**src/rtl/sram_controller_if.sv**
```systemverilog
// Avalon-MM bundle between the upstream bus adapter and the SRAM controller.
// Master side drives address/read/write/byteenable/writedata; slave side
// returns readdata/readdatavalid and the combinational waitrequest stall.
interface sram_controller_if #(
  parameter int unsigned AVL_AW = 26
);
  logic [AVL_AW-1:0] address;
  logic              read;
  logic              write;
  logic [1:0]        byteenable;
  logic [15:0]       writedata;
  logic [15:0]       readdata;
  logic              readdatavalid;
  logic              waitrequest;

  modport master (
    output address, read, write, byteenable, writedata,
    input  readdata, readdatavalid, waitrequest
  );

  modport slave (
    input  address, read, write, byteenable, writedata,
    output readdata, readdatavalid, waitrequest
  );
endinterface

```
**src/rtl/sram_controller.sv**
```systemverilog
// Avalon-MM slave driving an asynchronous 256Kx16 SRAM.
// Reads: one per cycle, fixed 2-cycle latency. Writes: WE_N pulse cycle then
// a recovery cycle, so at most one write every two cycles.
//
// Ports:
//   clock, reset      - system clock, synchronous active-high reset
//   avl               - Avalon-MM slave bundle (sram_controller_if.slave)
//   sram_addr         - SRAM word address (byte address bits [SRAM_AW:1])
//   sram_dq_i/_o/_oe  - split bidirectional data pad, oe=1 drives the pad
//   sram_*_n          - active-low SRAM strobes, all registered
module sram_controller #(
  parameter int unsigned AVL_AW  = 26,
  parameter int unsigned SRAM_AW = 18
) (
  input  logic               clock,
  input  logic               reset,
  sram_controller_if.slave   avl,
  output logic [SRAM_AW-1:0] sram_addr,
  input  logic [15:0]        sram_dq_i,
  output logic [15:0]        sram_dq_o,
  output logic               sram_dq_oe,
  output logic               sram_ce_n,
  output logic               sram_oe_n,
  output logic               sram_we_n,
  output logic               sram_ub_n,
  output logic               sram_lb_n
);

  typedef enum logic [1:0] {StIdle, StWrite, StWrRecover} state_e;

  state_e               state_q;
  logic [SRAM_AW-1:0]   addr_q;
  logic [15:0]          dq_o_q;
  logic                 dq_oe_q;
  logic                 ce_n_q, oe_n_q, we_n_q, ub_n_q, lb_n_q;
  logic                 rd_stage1_q;
  logic                 rdv_q;
  logic [15:0]          readdata_q;

  logic                 waitrequest;
  logic                 wr_acc;
  logic                 rd_acc;
  logic [SRAM_AW-1:0]   word_addr;

  // Byte-address bit 0 and bits above the SRAM range are dropped (addresses wrap).
  assign word_addr = avl.address[SRAM_AW:1];

  logic unused_addr_bits;
  assign unused_addr_bits = ^{avl.address[AVL_AW-1:SRAM_AW+1], avl.address[0]};

  always_comb begin
    waitrequest = 1'b0;
    unique case (state_q)
      StIdle:      waitrequest = 1'b0;
      StWrite:     waitrequest = 1'b1;
      // A write may chain straight in; a read waits one cycle for the bus to turn.
      StWrRecover: waitrequest = avl.read;
      default:     waitrequest = 1'b0;
    endcase
  end

  // Write wins when read and write are both high; the read is silently dropped.
  assign wr_acc = avl.write & ~waitrequest;
  assign rd_acc = avl.read & ~avl.write & ~waitrequest;

  always_ff @(posedge clock) begin
    if (reset) begin
      state_q     <= StIdle;
      addr_q      <= '0;
      dq_o_q      <= '0;
      dq_oe_q     <= 1'b0;
      ce_n_q      <= 1'b1;
      oe_n_q      <= 1'b1;
      we_n_q      <= 1'b1;
      ub_n_q      <= 1'b1;
      lb_n_q      <= 1'b1;
      rd_stage1_q <= 1'b0;
      rdv_q       <= 1'b0;
      readdata_q  <= '0;
    end else begin
      // Stage 2 samples the pad while stage-1 read pins are still on the SRAM.
      rdv_q       <= rd_stage1_q;
      if (rd_stage1_q) begin
        readdata_q <= sram_dq_i;
      end
      rd_stage1_q <= 1'b0;

      if (wr_acc) begin
        state_q <= StWrite;
        addr_q  <= word_addr;
        dq_o_q  <= avl.writedata;
        dq_oe_q <= 1'b1;
        ce_n_q  <= 1'b0;
        oe_n_q  <= 1'b1;
        // byteenable=00 keeps WE_N high but still spends the full write slot.
        we_n_q  <= ~|avl.byteenable;
        ub_n_q  <= ~avl.byteenable[1];
        lb_n_q  <= ~avl.byteenable[0];
      end else begin
        unique case (state_q)
          StIdle: begin
            if (rd_acc) begin
              addr_q      <= word_addr;
              dq_oe_q     <= 1'b0;
              ce_n_q      <= 1'b0;
              oe_n_q      <= 1'b0;
              we_n_q      <= 1'b1;
              ub_n_q      <= 1'b0;
              lb_n_q      <= 1'b0;
              rd_stage1_q <= 1'b1;
            end else begin
              dq_oe_q <= 1'b0;
              ce_n_q  <= 1'b1;
              oe_n_q  <= 1'b1;
              we_n_q  <= 1'b1;
              ub_n_q  <= 1'b1;
              lb_n_q  <= 1'b1;
            end
          end
          StWrite: begin
            // Recovery: WE_N rises while address and data stay on the pins.
            state_q <= StWrRecover;
            we_n_q  <= 1'b1;
          end
          StWrRecover: begin
            state_q <= StIdle;
            dq_oe_q <= 1'b0;
            ce_n_q  <= 1'b1;
            oe_n_q  <= 1'b1;
            we_n_q  <= 1'b1;
            ub_n_q  <= 1'b1;
            lb_n_q  <= 1'b1;
          end
          default: begin
            state_q <= StIdle;
          end
        endcase
      end
    end
  end

  assign avl.waitrequest   = waitrequest;
  assign avl.readdata      = readdata_q;
  assign avl.readdatavalid = rdv_q;

  assign sram_addr  = addr_q;
  assign sram_dq_o  = dq_o_q;
  assign sram_dq_oe = dq_oe_q;
  assign sram_ce_n  = ce_n_q;
  assign sram_oe_n  = oe_n_q;
  assign sram_we_n  = we_n_q;
  assign sram_ub_n  = ub_n_q;
  assign sram_lb_n  = lb_n_q;

endmodule
```
**src/flat_wrapper.sv**
```systemverilog
// flat-port wrapper written by rule: the top's interface ports become plain ports
module sram_controller_flat 
#(
  parameter int unsigned AVL_AW  = 26,
  parameter int unsigned SRAM_AW = 18
)
  (clock, reset, sram_addr, sram_dq_i, sram_dq_o, sram_dq_oe, sram_ce_n, sram_oe_n, sram_we_n, sram_ub_n, sram_lb_n, avl_address, avl_read, avl_write, avl_byteenable, avl_writedata, avl_readdata, avl_readdatavalid, avl_waitrequest);
  sram_controller_if #(.AVL_AW(AVL_AW)) avl_i ();
  input  logic clock;
  input  logic reset;
  output logic [SRAM_AW-1:0] sram_addr;
  input  logic [15:0] sram_dq_i;
  output logic [15:0] sram_dq_o;
  output logic sram_dq_oe;
  output logic sram_ce_n;
  output logic sram_oe_n;
  output logic sram_we_n;
  output logic sram_ub_n;
  output logic sram_lb_n;
  input wire logic [$bits(avl_i.address)-1:0] avl_address;
  input wire logic [$bits(avl_i.read)-1:0] avl_read;
  input wire logic [$bits(avl_i.write)-1:0] avl_write;
  input wire logic [$bits(avl_i.byteenable)-1:0] avl_byteenable;
  input wire logic [$bits(avl_i.writedata)-1:0] avl_writedata;
  output wire logic [$bits(avl_i.readdata)-1:0] avl_readdata;
  output wire logic [$bits(avl_i.readdatavalid)-1:0] avl_readdatavalid;
  output wire logic [$bits(avl_i.waitrequest)-1:0] avl_waitrequest;
  assign avl_i.address = avl_address;
  assign avl_i.read = avl_read;
  assign avl_i.write = avl_write;
  assign avl_i.byteenable = avl_byteenable;
  assign avl_i.writedata = avl_writedata;
  assign avl_readdata = avl_i.readdata;
  assign avl_readdatavalid = avl_i.readdatavalid;
  assign avl_waitrequest = avl_i.waitrequest;
  sram_controller #(.AVL_AW(AVL_AW), .SRAM_AW(SRAM_AW)) u_core (.clock(clock), .reset(reset), .avl(avl_i), .sram_addr(sram_addr), .sram_dq_i(sram_dq_i), .sram_dq_o(sram_dq_o), .sram_dq_oe(sram_dq_oe), .sram_ce_n(sram_ce_n), .sram_oe_n(sram_oe_n), .sram_we_n(sram_we_n), .sram_ub_n(sram_ub_n), .sram_lb_n(sram_lb_n));
endmodule
```
**config.mk**
```make
export PLATFORM = sky130hd
export DESIGN_NAME = sram_controller_flat
export DESIGN_NICKNAME = d
export VERILOG_FILES = /design/src/rtl/sram_controller_if.sv /design/src/rtl/sram_controller.sv /design/src/flat_wrapper.sv
export SDC_FILE = /design/constraint.sdc
export NUM_CORES = 1
export LEC_CHECK = 0
export BUFFER_PORTS_ARGS = -buffer_cell sky130_fd_sc_hd__buf_4
export CORE_MARGIN = 10
export CORE_UTILIZATION = 30
export DETAILED_ROUTE_END_ITERATION = 8
export GPL_ROUTABILITY_DRIVEN = 0
export GPL_TIMING_DRIVEN = 0
export REMOVE_ABC_BUFFERS = 1
export SETUP_SLACK_MARGIN = 0.05
export SLEW_MARGIN = 10
export SYNTH_ARGS = -nofsm -noshare
export SYNTH_HDL_FRONTEND = slang
export SYNTH_SLANG_ARGS = --single-unit
```
**constraint.sdc**
```tcl
create_clock -name clock -period 4.5 [get_ports clock]
set_clock_uncertainty 0.05 [all_clocks]
set_input_delay 0.45 -clock clock [delete_from_list [all_inputs] [get_ports clock]]
set_output_delay 0.45 -clock clock [all_outputs]
set_load 0.02 [all_outputs]
```
# Yosys cells after proc, flatten, opt, wreduce, memory -nomap -nowiden
# Cells that the tools add are included.
[op_classes]
shift = 0
mux = 16
div_mod_pow = 0
eq_ne = 3
multipliers = 0
addsub = 0
reduce_logical = 14
order_cmp = 0
bitwise_logic = 8
[op_table]
columns = ["operator", "count"]
rows = [
  ["$mux W18", 3],
  ["$mux W1", 10],
  ["$reduce_bool A2 Y1", 5],
  ["$reduce_or A2 Y1", 3],
  ["$reduce_or A3 Y1", 2],
  ["$not A1 Y1", 5],
  ["$pmux W1 S2", 2],
  ["$pmux W2 S2", 1],
  ["$and A1 B1 Y1", 3],
  ["$reduce_bool A3 Y1", 1],
  ["$eq A2 B1 Y1 const B", 1],
  ["$eq A2 B2 Y1 const B", 1],
  ["$logic_not A2 Y1", 1],
  ["$ne A2 B1 Y1 const B", 1],
  ["$reduce_and A2 Y1", 1],
  ["$logic_not A1 Y1", 1],
]
[totals]
wordCells = 54
memories = 0
mem_bits_ro = 0
latchBits = 0
reg_bits = 60
in_bits = 64
ram_bits = 0
out_inout_bits = 58

# Depth between registers and ports, before layout
[depth]
ltp_word = 7
mapped_depth = 8
depth_no_buf = 6

# Worst setup path after synthesis
# Ideal clock, no wire load.
[synth_timing]
path_type = "reg2reg"
start = "reg u_core.state_q[0]"
end = "reg u_core.oe_n_q, in the netlist u_core.sram_oe_n"
setup_ns = 0.134
path_stages_with_launch = 6
required_time_ns = 4.316
path_buffers = 0
synth_period_minus_slack_ns = 1.665
arrival_ns = 1.481
path_slack_ns = 2.835
path_cell_list = "dfxtp_1 inv_1 ha_1 nand3_1 and3_1 or4b_1"
[synth_between]
elab_chain_len = 6
elab_cells_between_ends = 11
cone_classes = "eq/ne: 2; mux: 3; bitwise: 3; reduce/logical: 3"
[synth_rtl]
columns = ["item", "line_no", "source"]
rows = [
  ["start, declared", "sram_controller.sv:31", "state_e state_q;"],
  ["start signal, assigned", "sram_controller.sv:68", "state_q <= StIdle;"],
  ["start signal, assigned", "sram_controller.sv:89", "state_q <= StWrite;"],
  ["start signal, assigned", "sram_controller.sv:122", "state_q <= StWrRecover;"],
  ["$eq A2 B2 Y1 or $eq A2 B1 Y1 (tied branches)", "sram_controller.sv:53, sram_controller.sv:100", ""],
  ["$pmux W1 S2", "sram_controller.sv:53", "unique case (state_q)"],
  ["$not A1 Y1", "sram_controller.sv:63, sram_controller.sv:64", ""],
  ["$and A1 B1 Y1", "sram_controller.sv:64", "assign rd_acc = avl.read & ~avl.write & ~waitrequest;"],
  ["$mux W1", "sram_controller.sv:102", "if (rd_acc) begin"],
  ["$pmux W1 S2", "sram_controller.sv:100", "unique case (state_q)"],
  ["end signal, assigned", "sram_controller.sv:73", "oe_n_q <= 1'b1;"],
  ["end signal, assigned", "sram_controller.sv:106", "oe_n_q <= 1'b0;"],
  ["end signal, assigned", "sram_controller.sv:114", "oe_n_q <= 1'b1;"],
  ["end, declared", "sram_controller.sv:35", "logic ce_n_q, oe_n_q, we_n_q, ub_n_q, lb_n_q;"],
]
# Parallel ways exist; a longest one is shown, timed or not.
# A chain may end at the register's enable or synchronous reset.

# Final worst setup path
[layout_timing]
start = "reg u_core.state_q[0]"
end = "reg u_core.we_n_q, in the netlist u_core.sram_we_n"
[layout_between]
elab_chain_len = 5
elab_cells_between_ends = 9
cone_classes = "eq/ne: 2; mux: 2; bitwise: 2; reduce/logical: 3"
[layout_rtl]
columns = ["item", "line_no", "source"]
rows = [
  ["$eq A2 B2 Y1 or $eq A2 B1 Y1 (tied branches)", "sram_controller.sv:53, sram_controller.sv:100", ""],
  ["$pmux W1 S2", "sram_controller.sv:53", ""],
  ["$not A1 Y1", "sram_controller.sv:63", "assign wr_acc = avl.write & ~waitrequest;"],
  ["$and A1 B1 Y1", "sram_controller.sv:63", ""],
  ["$mux W1 or $reduce_bool A2 Y1 (tied branches)", "n/a", ""],
  ["end signal, assigned", "sram_controller.sv:96", "we_n_q <= ~|avl.byteenable;"],
  ["end, declared", "sram_controller.sv:35", ""],
]
# Parallel ways exist; a longest one is shown, timed or not.

==> impl_metrics.yaml <==
global_route:
  track_usage_pct: 10.7
  grt_max_degree: 59
  grt_pass1_wl_mm: 9.94
  grt_pass1_vias: 1992
  grt_antenna_before_repair: 0
  grt_overflow: 0
floorplanning:
  die_width_um: 106
  num_rows: 31
  die_y_um: 106
  die-area_mm2: 0.0113
  coreArea_mm2: 0.00725
  ios: 122
  initial_core_util_pct: 30.7
yosys:
  post_synth.cell_area_avg_um2: 9.65
  synth_common_cells: "dfxtp_1 (60), nand2_1 (36), mux2i_1 (35), nor2_1 (35), a21oi_1 (21)"
  synth_warnings: 0
  synth_seq_area_share_pct: 53.9
  synth_enable_flop_cells: 0
  synth_top_area_share_pct: 53.9
  synth_top_area_cell: "dfxtp_1"
  synthCells: 231
  synth_seq_cells: 60
  async_reset_ff_share_pct: 0
  synth_area_mm2: 0.00223
  synth_ff_type: "dfxtp_1"
  synth.distinct_cells: 24
  yosysMostFrequentCell: "dfxtp_1"
  synthTopCellsByArea: "dfxtp_1 (54%), mux2i_1 (16%), nand2_1 (6.1%)"
worst_setup_path:
  cp_data_arrival_time_ps: 2460
  regToRegSetupSlack_ps: 2210
  critPathMaxFanout: 24
  crit_type: "reg -> reg"
  cp.required_ps: 4670
  critPathLaunchType: "register"
  endpoint_kind: "register"
pwr:
  p_leak_nw: 1.56
  vdd_drop_max_v: 0.000181
  switching_share_pct: 26.3
  p_clk_share_pct: 38.3
  power_frac_seq_pct: 45.2
  p_per_area_mw_per_mm2: 387
  power.switching_uw: 337
  combPwrFrac_pct: 16.4
  power.internal_uw: 945
clock_tree:
  postCtsSetupRepairBufs: 0
  cts_hold_buf: 0
  htreeDepth: 3
  cts_root_buf: "clkbuf_8"
  insertion_delay_ps: 330
  cts_buffer_depth: 2
  cts-buffers-inserted: 9
  clkTransAtPathRegs_ps: 60
  cts_resized: 0
  clock-sinks: 60
  tritoncts: "yes"
sta:
  period_needed_ps: 2290
  fmax_mhz: 436
  hold_viol: 0
  setup_viol: 0
  rsz0062_at_grt: "no"
  worst_slew_pin_slew_ps: 952
  setup-tns-final_ps: 0
  fin_crit_sh_pct: 50.9
  slew_viol_final: 0
  relSlewSlack_pct: 36.4
detailed_routing:
  vias_per_cell: 4.28
  first_pass_iters: 4
  num_vias: 1902
  drcViolationCount: 0
  post_drt_wl_per_cell_um: 13.7
  drt_iter0_drc: 40
  ant_nets: 0
  routed_wl_mm: 6.07
hold_path:
  min_path_type: "in -> reg"
status:
  outcome: "finished clean"
job:
  maxCapViolations: 0
finish:
  seqCellArea_mm2: 0.00120
  stdcell_count: 444
  area_growth_pct: 48.6
  drive_gt1_share_pct: 37.7
  nets: 409
  antennaDiodeCount: 0
  multi_input_area_um2: 923
  fill_cells: 754
placement:
  dp_cells: 429
  detailed_place_hpwl_mm: 4.45
  io_buffers: 113
## worst paths after layout
kind / start / end / cells past startpoint
setup / recovery: u_core.state_q[0] / u_core.sram_we_n / 6
hold / removal: avl_byteenable[0] / u_core.sram_lb_n / 2
setup reg to reg: u_core.state_q[0] / u_core.sram_we_n / 6
hold reg to reg: u_core.sram_ce_n / u_core.sram_ce_n / 2
## metal layers
layer	GRT usage (%)	routed length (µm)	vias up
met5	0	0	-
li1	-	-	987
met2	15.5	2560	81
met3	6.46	801	12
met4	4.93	93	0
met1	12.3	2620	822
## metrics by stage
stage	instance area [µm²]	power, mW	setup WS, ps	hold slack (ps)	util (%)
2_1_floorplan	2130	0.694	2440	424	-
3_3_place_gp	3100	0.802	2090	394	42.8
3_5_place_dp	3110	0.806	2200	397	42.9
4_1_cts	3310	1.30	2180	264	45.7
5_1_grt	3310	1.35	2020	270	45.7
6_report	3310	1.28	2210	289	45.7
## layout by cell type (no fill, tap or decap), drive strengths merged
| cell | instances |
|---|---|
| buf | 113 |
| dfxtp | 60 |
| nand2 | 36 |
| mux2i | 35 |
| nor2 | 35 |
| a21oi | 22 |
| clkbuf | 11 |
| nand3 | 5 |
| inv | 4 |
| ha | 4 |
| o211ai | 3 |
| nor3 | 3 |
| clkinv | 3 |
| o21ai | 2 |
| nor2b | 2 |
| a21o | 1 |
| and2 | 1 |
| and3 | 1 |
| or3 | 1 |
| nand4b | 1 |
| or4b | 1 |
| bufinv | 1 |
## flip-flops by register name, summed over array words and instances (netlist names)
name,count
u_core.avl.readdata,16
u_core.avl.readdatavalid,1
u_core.rd_stage1_q,1
u_core.sram_addr,18
u_core.sram_ce_n,1
u_core.sram_dq_o,16
u_core.sram_dq_oe,1
u_core.sram_lb_n,1
u_core.sram_oe_n,1
u_core.sram_ub_n,1
u_core.sram_we_n,1
u_core.state_q,2
## power by group through the flow
stage | Combinational (mW) | Clock, mW | Sequential, mW
after global placement | 0.212 | 0 | 0.590
after CTS | 0.215 | 0.510 | 0.580
after global routing | 0.232 | 0.536 | 0.583
final | 0.211 | 0.492 | 0.580
after floorplan | 0.0679 | 0 | 0.626
after detailed placement | 0.214 | 0 | 0.591
## cells by family (layout without fill, tap and decap cells)
family / Yosys count / in the layout / share of synthesized area (%)
mux: 35 / 35 / 15.7
simple gates: 86 / 86 / 16.2
fa+ha+maj: 4 / 4 / 2.25
buf+inv: 18 / 132 / 5.00
compound gates: 28 / 28 / 6.91
flops: 60 / 60 / 53.9
## critical path, cell delays in order (launching register included)
cell	delay (ps)
dfxtp_1	380
inv_1	80
ha_1	390
nand3_1	140
nand3_1	680
nor3_1	90
or3_1	360
## area by class of cell
class	count	area share [%]
multi-input cells	153	27.9
well taps	99	3.74
repair buffers	113	25.6
flip-flops and latches	60	36.3
inverters	4	0.453
clock buffers	11	4.57
clock inverters	4	1.47
No activity file was read; power rests on OpenSTA's default activity.
